[config.mk]
export PLATFORM = sky130hd
export DESIGN_NAME = bcd_operand_reg
export DESIGN_NICKNAME = d
export VERILOG_FILES = /design/src/rtl/bcd_operand_reg.sv
export SDC_FILE = /design/constraint.sdc
export NUM_CORES = 1
export LEC_CHECK = 0
export CAP_MARGIN = 20
export CORE_MARGIN = 1
export CORE_UTILIZATION = 40
export DETAILED_ROUTE_END_ITERATION = 7
export DONT_BUFFER_PORTS = 1
export GPL_TIMING_DRIVEN = 0
export PLACE_DENSITY = 0.66
export SYNTH_ARGS = -nofsm -noshare
export SYNTH_HDL_FRONTEND = slang
export SYNTH_SLANG_ARGS = --single-unit
[constraint.sdc]
create_clock -name clock -period 9.05 [get_ports clock]
set_input_delay 0.905 -clock clock [delete_from_list [all_inputs] [get_ports clock]]
set_output_delay 0.905 -clock clock [all_outputs]
set_load 0.02 [all_outputs]
[src/rtl/bcd_operand_reg.sv]
// Signed BCD operand register with keypad editing and an iterative BCD-to-binary converter.
module bcd_operand_reg #(
    parameter int unsigned DIGITS = 4,
    parameter int unsigned BINW   = 14
) (
    input  logic                  clock,
    input  logic                  resetn,
    input  logic [3:0]            digit,
    input  logic                  load,
    input  logic                  bksp,
    input  logic                  clear,
    input  logic                  negate,
    input  logic                  recall,
    input  logic [4*DIGITS-1:0]   recall_bcd,
    input  logic                  recall_neg,
    output logic [4*DIGITS-1:0]   bcd,
    output logic                  neg,
    output logic [3:0]            count,
    output logic                  full,
    output logic                  reject,
    output logic [DIGITS-1:0]     blank_mask,
    output logic [BINW-1:0]       bin,
    output logic                  bin_valid,
    output logic                  busy
);

    localparam int unsigned BW = 4 * DIGITS;
    localparam int unsigned CW = 4;
    localparam int unsigned IW = (DIGITS > 1) ? $clog2(DIGITS) : 1;

    function automatic longint unsigned pow10(input int unsigned n);
        longint unsigned r;
        r = 1;
        for (int unsigned i = 0; i < n; i++) r = r * 10;
        return r;
    endfunction

    localparam longint unsigned MAX_VAL = pow10(DIGITS) - 1;

    // Reject illegal parameter combinations at elaboration
    if ((DIGITS < 1) || (DIGITS > 8) ||
        ((BINW < 64) && ((64'(1) << BINW) <= MAX_VAL))) begin : g_bad_params
        $error("bcd_operand_reg: DIGITS must be 1..8 and 2**BINW must exceed 10**DIGITS-1");
    end

    typedef enum logic {IDLE, RUN} state_t;

    state_t          state;
    logic [BINW-1:0] acc;
    logic [IW-1:0]   idx;

    logic [BW-1:0]   bcd_d;
    logic            neg_d;
    logic [CW-1:0]   count_d;
    logic            reject_d;
    logic [CW-1:0]   recall_count;
    logic            edit;
    logic [3:0]      nib;
    logic [BINW-1:0] acc_step;

    // Significant-digit count of the recall value
    always_comb begin
        recall_count = '0;
        for (int i = 0; i < DIGITS; i++) begin
            if (recall_bcd[4*i +: 4] != 4'h0) recall_count = CW'(i + 1);
        end
    end

    // Prioritised command decode: clear > recall > load > bksp > negate
    always_comb begin
        bcd_d    = bcd;
        neg_d    = neg;
        count_d  = count;
        reject_d = 1'b0;
        if (clear) begin
            bcd_d   = '0;
            neg_d   = 1'b0;
            count_d = '0;
        end else if (recall) begin
            bcd_d   = recall_bcd;
            neg_d   = recall_neg && (recall_bcd != '0);
            count_d = recall_count;
        end else if (load) begin
            if ((digit > 4'd9) || full) begin
                reject_d = 1'b1;
            end else if (!((digit == 4'h0) && (count == '0))) begin
                bcd_d   = BW'({bcd, digit});
                count_d = CW'(count + 4'd1);
            end
        end else if (bksp) begin
            if (count != '0) begin
                bcd_d   = bcd >> 4;
                count_d = CW'(count - 4'd1);
                if (count == CW'(1)) neg_d = 1'b0;
            end
        end else if (negate) begin
            if (count != '0) neg_d = ~neg;
        end
    end

    // Any change to the magnitude restarts the conversion
    assign edit = (bcd_d != bcd);

    // Operand state registers
    always_ff @(posedge clock or negedge resetn) begin
        if (!resetn) begin
            bcd    <= '0;
            neg    <= 1'b0;
            count  <= '0;
            reject <= 1'b0;
        end else begin
            bcd    <= bcd_d;
            neg    <= neg_d;
            count  <= count_d;
            reject <= reject_d;
        end
    end

    // Digit selected by the converter index
    always_comb begin
        nib = 4'h0;
        for (int i = 0; i < DIGITS; i++) begin
            if (idx == IW'(i)) nib = bcd[4*i +: 4];
        end
    end

    assign acc_step = BINW'((acc << 3) + (acc << 1) + BINW'(nib));

    // Converter: one digit per cycle, most significant first
    always_ff @(posedge clock or negedge resetn) begin
        if (!resetn) begin
            state     <= IDLE;
            acc       <= '0;
            idx       <= '0;
            bin       <= '0;
            bin_valid <= 1'b1;
            busy      <= 1'b0;
        end else if (edit) begin
            state     <= RUN;
            acc       <= '0;
            idx       <= IW'(DIGITS - 1);
            bin_valid <= 1'b0;
            busy      <= 1'b1;
        end else if (state == RUN) begin
            if (idx == '0) begin
                state     <= IDLE;
                acc       <= '0;
                bin       <= acc_step;
                bin_valid <= 1'b1;
                busy      <= 1'b0;
            end else begin
                acc <= acc_step;
                idx <= IW'(idx - 1'b1);
            end
        end
    end

    // Display helpers derived from the digit count
    assign full = (count == CW'(DIGITS));

    always_comb begin
        blank_mask = '0;
        for (int i = 0; i < DIGITS; i++) begin
            blank_mask[i] = (CW'(i) >= count) && (i != 0);
        end
    end

endmodule

**Yosys cells after proc, flatten, opt, wreduce, memory -nomap -nowiden**

Index checks and enable logic that the tools add are counted.

- Memories: 0
- Input bits: 28
- Memory bits (read-only): 0
- Latch bits: 0
- Output and inout port bits: 43
- Register bits after elaboration: 54
- Memory bits (writable): 0

- $add $sub $neg: 5
- Mux-type cells: 49
- Magnitude comparators: 4
- Div/mod/pow operators: 0
- Reduce and logical (&&, ||, !) cells: 23
- Equal/unequal tests: 11
- Shift operators: 0
- Bitwise logic cells: 2
- Multiply operators: 0

Operators with widths:

| cell | count |
|---|---|
| $mux 16 | 7 |
| $mux 4 | 11 |
| $mux 13 | 3 |
| $reduce_bool 4->1 | 8 |
| $mux 1 | 22 |
| $ne 16x16->1 | 1 |
| $reduce_bool 16->1 | 1 |
| $add 14x14->14 | 1 |
| $add 14x4->14 | 1 |
| $mux 2 | 5 |
| $ge 2x4->1 const A | 2 |
| $logic_not 4->1 | 2 |
| $ne 4x4->1 const B | 2 |
| $reduce_and 4->1 | 2 |
| $add 4x1->4 const B | 1 |
| $eq 2x2->1 const B | 2 |
| $eq 4x1->1 const B | 1 |
| $eq 4x3->1 const B | 1 |
| $ge 1x4->1 const A | 1 |
| $gt 4x4->1 const B | 1 |
| $ne 4x1->1 const B | 1 |
| $reduce_and 2->1 | 2 |
| $reduce_bool 2->1 | 2 |
| $sub 4x1->4 const B | 1 |
| 11 further kinds | 13 |

**Longest topological paths before layout**

- Depth after elaboration: 10
- Mapped depth: 20

**Least setup slack after synthesis**

No wires, ideal clock.

- Path type: reg2reg
- Start point: register idx[1]
- End point: register bin[12]
- Arrival time: 3344 ps
- Setup time: 125 ps
- Clock period less this slack: 3469 ps
- Stages on the path, launching flop included: 17
- Slack: 5581 ps
- Required time: 8925 ps
- Cells stage by stage: dfrtp_1 -> inv_1 -> ha_1 -> clkbuf_1 -> nor2_1 -> a211oi_1 -> a211oi_1 -> a21oi_1 -> fa_1 -> fa_1 -> nor2b_1 -> o21ai_0 -> a21boi_0 -> o21ai_0 -> a21oi_1 -> o311ai_0 -> mux2_4

- Longest elaborated chain between the ends: 6
- Elaborated cells on any way between the ends: 10

RTL lines:

| what | RTL line | text |
|---|---|---|
| from (decl) | 50 | `logic [IW-1:0] idx;` |
| from (signal assigned) | 141 | `idx <= IW'(DIGITS - 1);` |
| from (signal assigned) | 153 | `idx <= IW'(idx - 1'b1);` |
| $logic_not 2->1 | 123, 145 |  |
| $mux 4 (4 in series) | 123 | `if (idx == IW'(i)) nib = bcd[4*i +: 4];` |
| $add 14x4->14 | 127 | `assign acc_step = BINW'((acc << 3) + (acc << 1) + BINW'(nib));` |
| to (signal assigned) | 148 | `bin <= acc_step;` |
| to (decl) | 22 | `output logic [BINW-1:0] bin,` |

Parallel ways exist; a longest one is shown, timed or not.
A chain may end at the register's enable or synchronous reset.

**Worst setup path after layout**

- Start point: register bcd[6]
- End point: register acc[12]

- Longest elaborated chain between the ends: 7
- Elaborated cells on any way between the ends: 16

RTL lines:

| what | RTL line | text |
|---|---|---|
| from (decl) | 16 | `output logic [4*DIGITS-1:0] bcd,` |
| from (signal assigned) | 107 | `bcd <= '0;` |
| from (signal assigned) | 112 | `bcd <= bcd_d;` |
| $mux 4 (tied with other cells) (2 in series) | 123 |  |
| $mux 4 / $mux 16 (equally long branches) | 123, 83 |  |
| $add 14x4->14 / $mux 16 (equally long branches) | 127, 79 |  |
| $mux 13 / $mux 16 (equally long branches) | 145, 75 |  |
| $mux 13 / $ne 16x16->1 (equally long branches) | 144, 102 |  |
| $mux 13 / $reduce_bool 2->1 (equally long branches) | n/a |  |
| to (signal assigned) | 152 | `acc <= acc_step;` |
| to (decl) | 49 | `logic [BINW-1:0] acc;` |

Parallel ways exist; a longest one is shown, timed or not. The select of a mux whose other input is x is not followed.

==> results.py <==
metrics = {
    "placement": {
        "place_hpwl_um": 11600,
        "gp_congestion": 0.987,
        "placed_area_sq_mm": 0.00496,
        "dp_slack_ns": 4.83,
        "portBuffers": 0,
    },
    "floorplan": {
        "fp-row-count": 39,
        "design.die.area_sq_mm": 0.0124,
        "io_pins": 71,
        "die_h_um": 111,
        "fp.dieW_um": 111,
        "core-area_sq_mm": 0.0115,
        "initial_core_util": 0.415,
    },
    "critical_path": {
        "crit_buf_inv": 2,
        "r2r_end": "acc[12]",
        "worstSetupEndpointType": "flop",
        "critPathLaunch": "bcd[6]",
        "reg2regPathDepth": 17,
        "worst_ep_arrival_time_ns": 4.54,
        "cpMostUsedCell": "a21oi_1",
        "critical-path-top-delay-family": "compound AO/OA/AOI/OAI gates",
        "crit_chain": "clkbuf_1, a21oi_1, nor2_1, a21oi_1, o21ai_0, ha_1, ha_1, inv_1, fa_1, nor2b_1, o21ai_0, a21boi_0, o21ai_0, a21oi_1, o311ai_0, a21oi_1, nor2_1",
        "r2r_slack_ns": 4.75,
        "path_class": "reg -> reg",
        "crit_path_start_kind": "flop",
        "crit_end": "acc[12]",
        "r2r-start": "bcd[6]",
        "slowest_delay_ns": 0.59,
        "critPathRequiredTime_ns": 9.29,
        "cpMaxStageDelayCell": "dfrtp_1",
        "cp_max_fo": 10,
        "worst-path-stages": 17,
    },
    "timing": {
        "setup_viol": 0,
        "finalCritPeriodShare": 0.475,
        "setup_tns_ns": 0,
        "hold_viol": 0,
        "setup_ws_ns": 4.75,
        "fin_crit_ns": 4.30,
        "whs_ns": 0.284,
        "clock_skew_ns": 0.00864,
        "slew_viol_final": 0,
        "max_freq_ghz": 0.233,
        "maxSlewHeadroom": 0.498,
        "worstMarginPinSlew_ns": 0.748,
        "rsz0062_at_grt": "false",
    },
    "power_and_ir_drop": {
        "netSwitchingFraction": 0.363,
        "switchingPower_uw": 233,
        "clockPowerShare": 0.334,
        "power_frac_comb": 0.240,
        "seqPwrFrac": 0.426,
        "power_density_mw_per_mm2": 125,
        "power.leakage_uw": 0.00217,
        "peakVddDrop_mv": 0.0771,
        "internal_power_uw": 409,
    },
    "detailed_routing": {
        "top_layer": "met4",
        "drt-initial-drc-count": 411,
        "drc": 6,
        "first_pass_iters": 7,
        "met1Wirelength_um": 6530,
        "wire_per_inst_um": 21.9,
        "ant_nets": 0,
        "wl_um": 15600,
        "vias_per_cell": 6.36,
        "dr_wl_met3_um": 1350,
        "num_vias": 4530,
        "wl_met2_um": 7310,
    },
    "grt": {
        "antenna_found_initial": 0,
        "grt_util_all_layers": 0.251,
        "gr-total-overflow": 0,
        "grt_pass1_vias": 4442,
        "grt_pass1_wl_um": 24400,
        "grt_max_degree": 55,
    },
    "logic_synthesis": {
        "synth-edff-count": 0,
        "ys_ff_latch": 54,
        "syn_area_sq_mm": 0.00478,
        "yosys.area.top_type": "dfrtp_1",
        "dominantRegCellSynth": "dfrtp_1",
        "synth_cells": 561,
        "syn_area_per_cell_sq_um": 8.53,
        "postSynth.asyncResetShare": 1.00,
        "yosys-top-cells-area": "dfrtp_1 (28%), ha_1 (8.1%), a21oi_1 (4.5%)",
        "synth_warnings": 0,
        "synth_top_area_frac": 0.277,
        "synth.distinct_cells": 84,
        "ys_seq_area_frac": 0.283,
        "synthesis.nets": 622,
    },
    "hold_path": {
        "hp-class": "in -> async",
    },
    "layout": {
        "final_cell_mix": "dfrtp_1 (53), nor2_1 (47), a21oi_1 (43)",
        "ff_latch_area_sq_mm": 0.00135,
        "fin_area_sq_mm": 0.00512,
        "num_antenna_cells": 0,
        "final_common_cell": "dfrtp_1",
        "area_growth_pct": 6.96,
        "layout-drive-gt1-share": 0.0984,
        "multiInputGateArea_sq_mm": 0.00314,
        "n_fill_cell": 1155,
        "nNetsFinal": 629,
    },
    "clock_tree": {
        "cts_htree_levels": 2,
        "clkTransAtPathRegs_ns": 0.08,
        "clk_latency_ns": 0.31,
        "cts.hold.buffers_added": 0,
        "cts.sinks": 54,
        "cts.repair.resized": 0,
        "post_cts_buffers": 0,
        "ctsLongestPathBuffers": 2,
        "cts_buffers": 5,
        "cts-root-buf": "clkbuf_16",
        "cts_tree": "built",
    },
    "job": {
        "cap_violations": 0,
    },
    "run_status": {
        "status": "finished with violations",
        "failed_checks": "DRC",
    },
}
==> sequential cells by signal, indices dropped and copies added (netlist names) <==
| register | flops |
|---|---|
| bcd | 16 |
| bin | 14 |
| acc | 13 |
| count | 4 |
| idx | 2 |
| bin_valid | 1 |
| busy | 1 |
| neg | 1 |
| reject | 1 |
| state | 1 |
==> cell families after synthesis <==
| kind of cell | Yosys count | synth area share |
|---|---|---|
| XOR/XNOR | 15 | 0.0275 |
| AO/OA/AOI/OAI | 159 | 0.231 |
| adder cells (fa/ha/maj) | 33 | 0.0895 |
| AND/OR/NAND/NOR | 210 | 0.251 |
| buffers and inverters | 68 | 0.0615 |
| other | 1 | 0.000784 |
| multiplexers | 21 | 0.0552 |
| flip-flops | 54 | 0.283 |
==> per-layer routing <==
metal / track usage / up-vias
li1: - / 2080
met2: 0.421 / 240
met3: 0.0577 / 33
met4: 0.0883 / 0
met5: 0 / -
met1: 0.316 / 2177
==> worst min path at each step <==
stage                   start   endpoint  slack [ns]  cells past startpoint
floorplan              acc[3]     acc[3]        0.52                      2
global placement    bin_valid  bin_valid        0.55                      2
detailed placement  bin_valid  bin_valid        0.55                      2
CTS                    resetn     bcd[3]        0.28                      0
global route           resetn     bin[7]        0.28                      0
finish                 resetn     bin[7]        0.28                      0
==> cell usage after synthesis (5+ instances only) <==
| master | instances |
|---|---|
| ha_1 | 31 |
| a21oi_1 | 43 |
| nand4_1 | 5 |
| nor3_1 | 22 |
| a31oi_1 | 7 |
| dfrtp_1 | 53 |
| xnor2_1 | 12 |
| mux2_4 | 9 |
| o211ai_1 | 6 |
| or3_1 | 6 |
| o2111ai_1 | 6 |
| nor2b_1 | 23 |
| nand3b_1 | 5 |
| nand2b_1 | 11 |
| mux2_2 | 7 |
| and2_1 | 6 |
| o21ai_0 | 21 |
| o31ai_1 | 5 |
| a21o_1 | 7 |
| nor2_1 | 47 |
| inv_1 | 28 |
| clkbuf_1 | 29 |
| nor4_1 | 9 |
| mux2i_1 | 5 |
| nand2_1 | 38 |
| nand3_1 | 7 |
==> layout make-up <==
class                      count  share of cell area
tap                          143              0.0350
clock buffer                   5              0.0245
clock inverter                 3             0.00562
inverter                      29              0.0213
multi-input combinational    439               0.613
sequential                    54               0.264
buffer                        39              0.0362
==> worst reg2reg max path, delay by kind of cell (launching register included) <==
family	cells	cell delay, ns
AOI/OAI and AO/OA	9	2.09
adders and majority gates	3	0.70
buffers and inverters	2	0.59
DFF	1	0.59
and+or+nand+nor	3	0.26
==> power groups by stage <==
stage / registers (uW) / logic (uW) / clock network, uW
6_report: 273 / 154 / 214
5_1_grt: 274 / 165 / 223
4_1_cts: 273 / 151 / 218
3_5_place_dp: 278 / 150 / 0
3_3_place_gp: 278 / 150 / 0
2_1_floorplan: 271 / 114 / 0
==> per-stage QoR <==
step / utilization / instances / total power (uW)
2_1_floorplan: - / 561 / 384
3_3_place_gp: 0.431 / 704 / 427
3_5_place_dp: 0.431 / 704 / 428
4_1_cts: 0.444 / 712 / 642
5_1_grt: 0.444 / 712 / 663
6_report: 0.444 / 712 / 642
(Power assumes the default switching activity.)
